===== config.mk =====
export PLATFORM = sky130hd
export DESIGN_NAME = stack_alu_sequencer
export DESIGN_NICKNAME = d
export VERILOG_FILES = /design/src/rtl/stack_alu_sequencer.sv
export SDC_FILE = /design/constraint.sdc
export NUM_CORES = 1
export LEC_CHECK = 0
export ABC_AREA = 1
export CORE_UTILIZATION = 48
export DETAILED_ROUTE_END_ITERATION = 12
export PLACE_DENSITY_LB_ADDON = 0.3
export REMOVE_ABC_BUFFERS = 1
export SETUP_SLACK_MARGIN = 0.15
export SLEW_MARGIN = 5
export SYNTH_ARGS = -nofsm -noshare
export SYNTH_HDL_FRONTEND = slang
export SYNTH_SLANG_ARGS = --single-unit

===== constraint.sdc =====
create_clock -name clk -period 2 [get_ports clk]
set_input_delay 0.4 -clock clk [delete_from_list [all_inputs] [get_ports clk]]
set_output_delay 0.4 -clock clk [all_outputs]
set_load 0.005 [all_outputs]

===== src/rtl/stack_alu_sequencer.sv =====
// Command sequencer in front of an external stack ALU: checks each command against
// the tracked stack depth, drives the ALU for one cycle and holds a single response.
module stack_alu_sequencer #(
   parameter int N     = 8,
   parameter int DEPTH = 200
) (
   input  logic                         clk,
   input  logic                         rst,
   input  logic                         cmd_valid,
   output logic                         cmd_ready,
   input  logic [2:0]                   cmd_op,
   input  logic signed [N-1:0]          cmd_data,
   output logic                         rsp_valid,
   input  logic                         rsp_ready,
   output logic signed [N-1:0]          rsp_data,
   output logic                         rsp_overflow,
   output logic                         rsp_error,
   output logic [2:0]                   alu_opcode,
   output logic [N-1:0]                 alu_input_data,
   input  logic [N-1:0]                 alu_output_data,
   input  logic                         alu_overflow,
   output logic [$clog2(DEPTH+1)-1:0]   depth,
   output logic [7:0]                   err_count
);

   localparam int DW = $clog2(DEPTH + 1);
   localparam logic [DW-1:0] DEPTH_MAX = DW'(DEPTH);

   localparam logic [2:0] OP_NONE = 3'b000;
   localparam logic [2:0] OP_ADD  = 3'b100;
   localparam logic [2:0] OP_MUL  = 3'b101;
   localparam logic [2:0] OP_PUSH = 3'b110;
   localparam logic [2:0] OP_POP  = 3'b111;

   // Handshakes: a command transfers when cmd_valid && cmd_ready at a rising edge;
   // a response transfers when rsp_valid && rsp_ready at a rising edge.
   typedef enum logic [1:0] {IDLE, EXEC, RESP} state_t;

   state_t              state_q;
   logic [2:0]          alu_opcode_q;
   logic [N-1:0]        alu_input_q;
   logic signed [N-1:0] rsp_data_q;
   logic                rsp_ovf_q;
   logic                rsp_err_q;
   logic [DW-1:0]       depth_q, depth_d;
   logic [7:0]          err_cnt_q, err_cnt_d;
   logic                cmd_legal;
   logic                is_push, is_pop, is_arith;

   always_comb begin
      is_push   = (cmd_op == OP_PUSH);
      is_pop    = (cmd_op == OP_POP);
      is_arith  = (cmd_op == OP_ADD) || (cmd_op == OP_MUL);
      cmd_legal = cmd_op[2]
                  && !(is_push && (depth_q == DEPTH_MAX))
                  && !(is_pop && (depth_q == '0))
                  && !(is_arith && ({{(32-DW){1'b0}}, depth_q} < 32'd2));
   end

   // Depth only moves when a push/pop actually reaches the ALU.
   always_comb begin
      depth_d   = depth_q;
      err_cnt_d = err_cnt_q;
      if (state_q == EXEC) begin
         if (alu_opcode_q == OP_PUSH)
            depth_d = depth_q + DW'(1);
         else if (alu_opcode_q == OP_POP)
            depth_d = depth_q - DW'(1);
      end
      if ((state_q == IDLE) && cmd_valid && !cmd_legal && (err_cnt_q != 8'hFF))
         err_cnt_d = err_cnt_q + 8'd1;
   end

   always_ff @(posedge clk or posedge rst) begin
      if (rst) begin
         state_q      <= IDLE;
         alu_opcode_q <= OP_NONE;
         alu_input_q  <= '0;
         rsp_data_q   <= '0;
         rsp_ovf_q    <= 1'b0;
         rsp_err_q    <= 1'b0;
         depth_q      <= '0;
         err_cnt_q    <= '0;
      end else begin
         depth_q   <= depth_d;
         err_cnt_q <= err_cnt_d;
         case (state_q)
            IDLE: begin
               if (cmd_valid) begin
                  if (cmd_legal) begin
                     alu_opcode_q <= cmd_op;
                     alu_input_q  <= is_push ? cmd_data : '0;
                     state_q      <= EXEC;
                  end else begin
                     rsp_data_q <= '0;
                     rsp_ovf_q  <= 1'b0;
                     rsp_err_q  <= 1'b1;
                     state_q    <= RESP;
                  end
               end
            end
            EXEC: begin
               rsp_data_q   <= (alu_opcode_q == OP_PUSH) ? '0 : alu_output_data;
               rsp_ovf_q    <= ((alu_opcode_q == OP_ADD) || (alu_opcode_q == OP_MUL))
                               ? alu_overflow : 1'b0;
               rsp_err_q    <= 1'b0;
               alu_opcode_q <= OP_NONE;
               alu_input_q  <= '0;
               state_q      <= RESP;
            end
            RESP: begin
               if (rsp_ready)
                  state_q <= IDLE;
            end
            default: state_q <= IDLE;
         endcase
      end
   end

   assign cmd_ready      = (state_q == IDLE) && !rst;
   assign rsp_valid      = (state_q == RESP);
   assign rsp_data       = rsp_data_q;
   assign rsp_overflow   = rsp_ovf_q;
   assign rsp_error      = rsp_err_q;
   assign alu_opcode     = alu_opcode_q;
   assign alu_input_data = alu_input_q;
   assign depth          = depth_q;
   assign err_count      = err_cnt_q;

endmodule


* After elaboration in Yosys (flattened, before gate mapping)
Cells that the tools add are included.
** Word-level totals
- Bits in registers :: 39
- Bits of input ports :: 24
- Output and inout bits :: 39
- Word-level logic and storage cells :: 77
** Operators by class
- $add $sub $neg :: 3
- Order comparisons :: 1
- Eq/ne operators :: 16
- Muxes and demuxes :: 24
- Reduce and logical (&&, ||, !) cells :: 25
** Operators with widths (number)
- 8-bit two-way mux :: 8
- 8-bit one-hot mux with 2 select lines :: 2
- 3-bit == test, second input constant :: 8
- 8-bit by 1-bit adder with 8-bit output, second input constant :: 2
- 1-bit logical AND :: 10
- 8-bit == test, second input constant :: 1
- 8-bit logical NOT :: 1
- 8-bit by 2-bit < comparator with 1-bit output, second input constant :: 1
- 8-bit != test, second input constant :: 1
- 8-bit by 1-bit subtractor with 8-bit output, second input constant :: 1
- 2-bit two-way mux :: 3
- 3-bit two-way mux :: 2
- 2-bit != test, second input constant :: 3
- 2-bit one-hot mux with 3 select lines :: 1
- 3-bit one-hot mux with 2 select lines :: 1
- 3-bit AND reduction :: 2
- 1-bit logical NOT :: 5
- 1-bit two-way mux :: 5
- 1-bit one-hot mux with 2 select lines :: 2
- 2-bit AND reduction :: 2
- 2-bit nonzero test :: 2
- 2-bit by 1-bit == test with 1-bit output, second input constant :: 1
- 2-bit == test, second input constant :: 1
- 2-bit logical NOT :: 1
- 2 further kinds :: 3

* Logic depth before layout (Yosys ltp)
- Word-level depth :: 9
- Depth in mapped cells :: 11
- Depth with buffers taken out :: 11

* Least setup slack after synthesis
Ideal clock, no wire load.
- Path kind :: register -> register
- Start point :: reg alu_opcode_q[1], in the netlist alu_opcode[1]
- End point :: reg depth_q[3], in the netlist depth[3]
- Library setup time :: 0.126 ns
- Arrival time :: 1.706 ns
- Required time :: 1.874 ns
- Setup slack :: 0.168 ns
- Cell stages (with the launch flop) :: 8
- Buffers on the path :: 0
- Clock period less this slack :: 1.832 ns
- Cells stage by stage :: dfrtp_1 nand3_2 ha_1 a21oi_1 nand2_1 or2_2 nand3_1 o21ai_0
** Between the ends
- Cells in the longest elaborated chain, start to end :: 3
- Elaborated cells on any way between the ends :: 5
- Those cells by class :: 2 x eq/ne; 1 x mux; 2 x reduce/logical
** Ends and longest elaborated chain
- start: declaration :: RTL line 40 : logic [2:0] alu_opcode_q;
- start signal: assignment :: RTL line 91 : alu_opcode_q <= cmd_op;
- 3-bit == test, on equally long branches :: RTL line 65, 67
- 2-bit nonzero test (no line)
- 2-bit AND reduction (no line)
- end signal: assignment :: RTL line 85 : depth_q <= depth_d;
- end: declaration :: RTL line 45 : logic [DW-1:0] depth_q, depth_d;
Several ways; a longest one is shown, not always the timed one.
A chain may end at the register's enable or synchronous reset.

* Worst setup path after layout
- Start point :: reg state_q[1]
- End point :: out cmd_ready
** Between the ends
- Cells in the longest elaborated chain, start to end :: 2
** Ends and longest elaborated chain
- start: declaration :: RTL line 39 : state_t state_q;
- start signal: assignment :: RTL line 76 : state_q <= IDLE;
- start signal: assignment :: RTL line 93 : state_q <= EXEC;
- start signal: assignment :: RTL line 98 : state_q <= RESP;
- 2-bit logical NOT :: RTL line 120 : assign cmd_ready = (state_q == IDLE) && !rst;
- 1-bit logical AND :: RTL line 120
- end: declaration :: RTL line 10 : output logic cmd_ready,
No other way between the ends.

==> metrics <==
outcome finished, final reports clean; Placeable Area 4410 um2; vias in the first global route 1,985; Slowest-stage cell, CP dfrtp_1; post-synth design cell area 2220 um2; Vias 2,151; first-pass detailed-route iteration total 4; GPL Wtd Cong 0.886; Final #Nets 400; Final Skew 9.43 ps; final hold violations 0; Fmax achieved 0.564 GHz; CTS tree built; most frequent cells in the layout 99 x nand2_1, 60 x clkdlybuf4s50_1, 39 x dfrtp_1, 33 x inv_1, 33 x nand3_1; Crit path arrival time 1370 ps; reg2reg end depth[3]; GR Util met1 30.3%; DP Worst Slack -26.2 ps; final worst-path cycle share 88.7%; critical path startpoint category flip-flop; placed cell area 2930 um2; ANT nets after route 0; drt via density 5.11; min Tclk post-route 1770 ps; row cnt 24; IO Count 63; unrepaired setup endpoints after global routing false; busiest grt layer met2; Avg WL per Cell 12.5 um; Final setup viols 0; total global routing overflow 0; Rel. slew slack 67.2%; Post-synth ARST share 100%; Crit. End Element output port; Hold Worst Slack 473 ps; Die W 70 um; met2 usage 37.8%; worst hold path class flip-flop to flip-flop; CP cell instances buf_4 > nor2_2 > inv_1 > nor2_1 > dlygate4sd2_1; die area 4900 um2; dominant synthesized flop cell dfrtp_1; Ant. Diodes 0; cell area after layout 3160 um2; CTS HTree Levels 2; Area Growth Syn to Fin 42.2%; WP data required 1600 ps; Post-synth EDFFs 0; Hold Crit Start rsp_data[5]; worst r2r src alu_opcode[0]; Worst path max stage delay 390 ps; sequential element share of the synthesized area 44.0%; Clock Tree Root clkbuf_8; clk_lat worst skew 300 ps; hold_buf cts 0; largest net degree at the start of global routing 40; Worst R2R Path Depth 8; WHS Path Cells 2; Design Power 4.10 mW; met3 Resource Use GR 5.05%; PortBufs 62; Reg2Reg Setup Slack 250 ps; first-pass GRT wire length 8980 um; Remaining DRCs 0; Netlist cell types 28; leakage power 1.64 nW; worst slew pin tran 492 ps; clk sinks 39; global-route usage over all layers 22.8%; CP max FO 2; Setup TNS 0 ps; Final Worst Setup Slack 226 ps; initial antenna violation count 0; Ys Warns 0; hold path endpoint rsp_data[5]; Starting DRT DRC Count 114; final WL 5280 um; share of cells above drive strength 1 12.5%; clk slew on worst S/H paths 70 ps; average cell area after synthesis 7.65 um2; Power per Cell Area 1300 nW/um2; Mapped Cells 290; clock buffer depth 2; Initial Utilization 50.3%; commonest non-fill, non-tap cell in the layout nand2_1; hpwl dp 3800 um; Die Y-Extent 70 um; kind of critical path flip-flop to output port; #FFs+latches synth 39; # Max-Cap Violations 0; worst vdd ir 787 uV; Pins Over Slew Limit 0; total CTS buffers 5
[synth_stat cells (2+ instances only)]
master | number | area (um2)
nand3_1 | 33 | 165
inv_1 | 35 | 131
dfrtp_1 | 39 | 976
a21oi_1 | 5 | 25.0
o21ai_0 | 5 | 25.0
nor2_1 | 20 | 75.1
nor3_1 | 2 | 10.0
ha_1 | 7 | 87.6
buf_2 | 3 | 15.0
nand2_1 | 99 | 372
or2_2 | 2 | 12.5
buf_6 | 2 | 22.5
nand3_2 | 3 | 30.0
nand4_1 | 14 | 87.6
xor2_1 | 5 | 43.8
xnor2_1 | 3 | 26.3
nand2_2 | 2 | 12.5
[timing repair]
action                                  4_1_cts  5_1_grt
endpoints found under the setup margin        4       17
buffers inserted                              2        5
gates cloned                                  0        0
pin swaps                                     1        2
resized for setup                             3       15
[metrics by stage]
stage,std cells,util (%)
after floorplan,283,-
after global placement,406,66.3
after detailed placement,406,66.3
after CTS,416,68.7
after global routing,421,71.5
final,421,71.5
[registers in the layout, summed over array words and instances (netlist names)]
name and count:
alu_input_data 8, depth 8, err_count 8, rsp_data 8, alu_opcode 3, state_q 2
rsp_error 1, rsp_overflow 1
[layer usage]
| metal | wire length [um] | vias up |
|---|---|---|
| met3 | 212 | 5 |
| met5 | 0 | - |
| met2 | 2500 | 48 |
| met1 | 2510 | 1011 |
| met4 | 55 | 0 |
| li1 | - | 1087 |
[worst max-delay path by stage]
stage | cells past startpoint | start | to
3_5_place_dp | 10 | cmd_op[0] | alu_input_data[2]
6_report | 5 | state_q[1] | cmd_ready
4_1_cts | 10 | alu_opcode[0] | depth[7]
3_3_place_gp | 10 | cmd_op[0] | alu_input_data[5]
5_1_grt | 8 | alu_opcode[0] | depth[4]
2_1_floorplan | 7 | alu_opcode[1] | depth[3]
[worst max-delay path: cells and delay by family, from the launching register on]
| kind | cells | cell delay (ps) |
|---|---|---|
| buffers and inverters | 3 | 480 |
| AND/OR/NAND/NOR | 2 | 210 |
| flip-flops | 1 | 390 |
[where the power goes]
group / internal, mW / switching, mW
Sequential: 1.05 / 0.261
Combinational: 1.18 / 1.08
Clock: 0.243 / 0.291
Total: 2.47 / 1.63
[cells by family (layout without fill, tap and decap cells)]
logic type,count (synthesis),count (layout),share of synthesized area (%)
flops,39,39,44.0
xor+xnor,8,8,3.16
simple gates,180,180,36.9
compound gates,12,12,2.93
fa+ha+maj,8,8,4.85
buf+inv,43,122,8.17
[cell type report]
class,count,area [um2]
inverter,36,135
tap,52,65.1
fill,361,1260
clock inverter,3,20.0
clock buffer,5,68.8
timing repair buffer,78,746
multi-input combinational,208,1150
sequential,39,976
Note: power is estimated with default switching activity, not from simulation.
